`config.mk`:
```
export PLATFORM = sky130hd
export DESIGN_NAME = seg_scan_ctrl
export DESIGN_NICKNAME = d
export VERILOG_FILES = /design/src/rtl/seg_scan_ctrl.sv
export SDC_FILE = /design/constraint.sdc
export NUM_CORES = 1
export LEC_CHECK = 0
export ABC_AREA = 1
export BUFFER_PORTS_ARGS = -buffer_cell sky130_fd_sc_hd__buf_4
export CAP_MARGIN = 40
export CORE_ASPECT_RATIO = 1.2
export CORE_UTILIZATION = 55
export DETAILED_ROUTE_END_ITERATION = 7
export GPL_ROUTABILITY_DRIVEN = 0
export PLACE_DENSITY = 0.78
export SKIP_CTS_REPAIR_TIMING = 1
export SLEW_MARGIN = 40
export SYNTH_ARGS = -nofsm -noshare
export SYNTH_HDL_FRONTEND = slang
export SYNTH_SLANG_ARGS = --single-unit
```
`constraint.sdc`:
```
create_clock -name clk -period 2.2 [get_ports clk]
set_input_delay 0.22 -clock clk [delete_from_list [all_inputs] [get_ports clk]]
set_output_delay 0.22 -clock clk [all_outputs]
set_load 0.05 [all_outputs]
```
`src/rtl/seg_scan_ctrl.sv`:
```
// Eight-digit multiplexed seven-segment scan controller.
// Each digit owns a slot of CLK_DIV cycles; the first BLANK cycles of a slot
// keep all anodes off so the previous digit's pattern cannot ghost.
// Display data is latched once per frame so a frame never mixes old and new data.
module seg_scan_ctrl #(
  parameter int unsigned CLK_DIV = 100000,
  parameter int unsigned BLANK   = 2
) (
  input  logic        clk,
  input  logic        rst,
  input  logic [31:0] value,
  input  logic [7:0]  dig_en,
  input  logic [7:0]  dp_in,
  output logic [7:0]  an,
  output logic [6:0]  seg,
  output logic        dp,
  output logic        frame
);

  localparam int unsigned CNT_W = (CLK_DIV > 1) ? $clog2(CLK_DIV) : 1;
  localparam int unsigned IDX_W = 3;
  localparam int unsigned N_DIG = 8;

  typedef struct packed {
    logic [31:0] value;
    logic [7:0]  dig_en;
    logic [7:0]  dp_in;
  } shadow_t;

  logic [CNT_W-1:0] cnt;
  logic [IDX_W-1:0] idx;
  shadow_t          shadow;

  logic       tick_c;
  logic       capture_c;
  logic       blank_c;
  logic [3:0] nib_c;
  logic [7:0] an_c;
  logic [6:0] seg_c;
  logic       dp_c;

  // Active-low hex to {g,f,e,d,c,b,a} segment pattern
  function automatic logic [6:0] decode(input logic [3:0] h);
    logic [6:0] s;
    case (h)
      4'h0: s = 7'h40;
      4'h1: s = 7'h79;
      4'h2: s = 7'h24;
      4'h3: s = 7'h30;
      4'h4: s = 7'h19;
      4'h5: s = 7'h12;
      4'h6: s = 7'h02;
      4'h7: s = 7'h78;
      4'h8: s = 7'h00;
      4'h9: s = 7'h10;
      4'hA: s = 7'h08;
      4'hB: s = 7'h03;
      4'hC: s = 7'h46;
      4'hD: s = 7'h21;
      4'hE: s = 7'h06;
      4'hF: s = 7'h0E;
    endcase
    return s;
  endfunction

  assign tick_c    = (cnt == CNT_W'(CLK_DIV - 1));
  assign capture_c = tick_c && (idx == IDX_W'(N_DIG - 1));

  // Ghost-guard window at the head of each slot (absent when BLANK is zero)
  if (BLANK == 0) begin : g_no_blank
    assign blank_c = 1'b0;
  end else begin : g_blank
    assign blank_c = (cnt < CNT_W'(BLANK));
  end

  // Next display drive from the current slot position and latched data
  always_comb begin
    an_c  = 8'hFF;
    seg_c = 7'h7F;
    dp_c  = 1'b1;
    nib_c = shadow.value[{idx, 2'b00} +: 4];
    if (!blank_c && shadow.dig_en[idx]) begin
      an_c  = ~(8'b1 << idx);
      seg_c = decode(nib_c);
      dp_c  = ~shadow.dp_in[idx];
    end
  end

  // Prescaler, slot index and once-per-frame data capture
  always_ff @(posedge clk) begin
    if (rst) begin
      cnt    <= '0;
      idx    <= '0;
      shadow <= '0;
    end else begin
      cnt <= tick_c ? '0 : cnt + CNT_W'(1);
      if (tick_c) begin
        idx <= idx + IDX_W'(1);
      end
      if (capture_c) begin
        shadow <= {value, dig_en, dp_in};
      end
    end
  end

  // Registered display outputs and frame-start pulse
  always_ff @(posedge clk) begin
    if (rst) begin
      an    <= 8'hFF;
      seg   <= 7'h7F;
      dp    <= 1'b1;
      frame <= 1'b0;
    end else begin
      an    <= an_c;
      seg   <= seg_c;
      dp    <= dp_c;
      frame <= capture_c;
    end
  end

endmodule

```
==> flow_summary_export.csv <==
group,metric,value,unit
status,outcome,"finished, final reports clean",
pwr,internal_power,2.19,mW
die,die_height,97.5,um
grt,first_global_vias,3509,
grt,track_usage,0.242,
pwr,p_seq_frac,0.552,
synthesis,syn_area,4180,um^2
grt,grt_pass1_wl,15200,um
sta,skew,0.0132,ns
route,drtPass1Iterations,5,
synthesis,synth_area_leaders,"dfxtp_1 (41%), nand2_1 (17%), nor2_1 (9.4%)",
worst_setup_path,cp-end-kind,"flop",
clocking,clock_path_buffers,2,
pwr,leakage,2.50,nW
synthesis,yosysSeqAreaShare,0.407,
grt,grt_max_degree,41,
die,die_w,81.6,um
die,core_area,7320,um^2
clocking,htreeDepth,3,
die,rows,34,
pwr,swShare,0.216,
die,die-area,7950,um^2
route,first_iter_violations,158,
clocking,clock_sinks,85,
sta,min_period,1.99,ns
route,vias,3962,
pwr,fin_total_pwr,2.80,mW
sta,tns,0,ns
pwr,clkPwrFrac,0.408,
synthesis,synth_fp_nets,693,
clocking,path_clk_slew,0.08,ns
die,io_pins,67,
worst_setup_path,crit_arrival,2.27,ns
die,start_util,0.571,
sta,rsz0062_at_grt,"no",
pwr,max-vdd-ir-drop,0.431,mV
pwr,power_density,559,nW/um^2
sta,hold_viol,0,
synthesis,synth_cell_types,25,
final_layout,nets,762,
route,ant_nets,0,
worst_setup_path,critPathMaxFanout,26,
clocking,cts_tree,"done",
synthesis,yosys_register_bits,85,
sta,tightest_slew,0.539,ns
synthesis,ys_warn_count,0,
final_layout,layout-area-overhead-vs-synth,19.8,%
synthesis,synth.avg_cell_area,6.64,um^2
route,via_per_inst,4.99,
hold_path,hold_path.class,"in -> reg",
worst_setup_path,cp-start-kind,"flop",
placed_design,port_buffers,66,
worst_setup_path,required,2.48,ns
sta,post-route-period-util,0.904,
grt,grt_antenna_before_repair,0,
sta,relSlewSlack,0.638,
pwr,switchingPower,0.605,mW
final_layout,diodes,0,
route,drc_errors,0,
route,totalWireLength,9150,um
pwr,combPwrFrac,0.039,
route,wire_per_inst,11.5,um
worst_setup_path,r2r_slack,0.21,ns
synthesis,synthCells,630,
final_layout,fillCellCount,653,
clocking,cts-root-buf,"clkbuf_8",
grt,grt_overflow,0,
placed_design,post-dp-hpwl,6700,um
job,cap_violations,0,
sta,finalSetupViolCount,0,
clocking,cts_made_buffers,9,
sta,drv_slew,0,
sta,fmax,503,MHz
synthesis,synth_top_area_frac,0.407,
worst_setup_path,worst-setup-path-type,"reg -> reg",
synthesis,yosys.area.top_type,"dfxtp_1",
final_layout,drive_gt1_frac,0.193,
clocking,insertion_delay,0.36,ns
cell usage after synthesis (all sizes together):
| cell | number |
|---|---|
| a21oi | 17 |
| and2 | 1 |
| buf | 16 |
| clkbuf | 8 |
| clkinv | 2 |
| dfxtp | 85 |
| ha | 13 |
| inv | 74 |
| nand2 | 192 |
| nand3 | 51 |
| nand3b | 1 |
| nand4 | 4 |
| nor2 | 134 |
| nor3 | 7 |
| nor3b | 5 |
| o21ai | 16 |
| xor2 | 4 |
cells in the final DEF, fill, tap and decap left out, types with 4 or more instances in the layout:
cell,instances
nand2_1,190
nor2_1,105
dfxtp_1,85
buf_4,80
inv_1,70
nand3_1,50
nor2_2,29
a21oi_1,17
o21ai_0,16
ha_1,13
clkbuf_8,11
nor3_1,6
nor3b_1,5
xor2_1,4
cell families after synthesis:
logic type	count (synthesis)	synth area share
AO/OA/AOI/OAI	33	0.0395
AND/OR/NAND/NOR	395	0.403
XOR/XNOR	4	0.00838
adder cells (fa/ha/maj)	13	0.0389
flip-flops	85	0.407
buffers and inverters	100	0.103
layer usage:
metal | track usage | wire [um] | up-vias | part of all wire
li1 | - | - | 2048 | -
met2 | 0.397 | 4420 | 108 | 0.48
met5 | 0 | 0 | - | 0
met4 | 0.0972 | 203 | 0 | 0.022
met3 | 0.0413 | 441 | 23 | 0.048
met1 | 0.307 | 4080 | 1783 | 0.45
through the flow:
stage / utilization / std cells / worst slack, ns / hold slack [ns] / cell area [um^2]
after floorplan: - / 630 / 0.314 / 0.292 / 4180
after global placement: 0.655 / 778 / 0.295 / 0.413 / 4800
after detailed placement: 0.655 / 778 / 0.208 / 0.409 / 4800
after CTS: 0.684 / 794 / 0.183 / 0.0383 / 5010
after global routing: 0.685 / 794 / 0.0367 / 0.0527 / 5010
final: 0.685 / 794 / 0.210 / 0.0514 / 5010
registers in the layout (all words and copies together) (netlist names):
| signal | flops |
|---|---|
| an | 8 |
| cnt | 17 |
| dp | 1 |
| frame | 1 |
| idx | 3 |
| seg | 7 |
| shadow | 48 |
final cells by class:
cell class	instances	area [um^2]	area share
Clock buffer	11	151	0.0302
Timing Repair Buffer	82	641	0.128
Clock inverter	5	58.8	0.0117
Tap cell	90	113	0.0225
Sequential cell	85	1700	0.340
Inverter	76	288	0.0575
Multi-Input combinational cell	445	2060	0.410
critical path, cell delays in order, from the launching register on:
cell,delay [ns]
dfxtp_1,0.52
buf_12,0.20
ha_1,0.18
ha_1,0.22
nand4_4,0.24
buf_4,0.31
nand2_1,0.09
nand2_1,0.05
nor2_1,0.09
worst paths after layout:
kind,endpoint,start,cells after the start
max,shadow[45],idx[0],8
min,frame,rst,2
max reg2reg,shadow[45],idx[0],8
min reg2reg,cnt[0],cnt[0],1
power by group through the flow:
| stage | clock (mW) | sequential, mW | combinational [mW] |
|---|---|---|---|
| floorplan | 0 | 1.58 | 0.0290 |
| global placement | 0 | 1.58 | 0.109 |
| detailed placement | 0 | 1.58 | 0.111 |
| CTS | 1.16 | 1.55 | 0.111 |
| global route | 1.23 | 1.55 | 0.120 |
| finish | 1.14 | 1.55 | 0.110 |
Power figures use the tool's default switching activity.
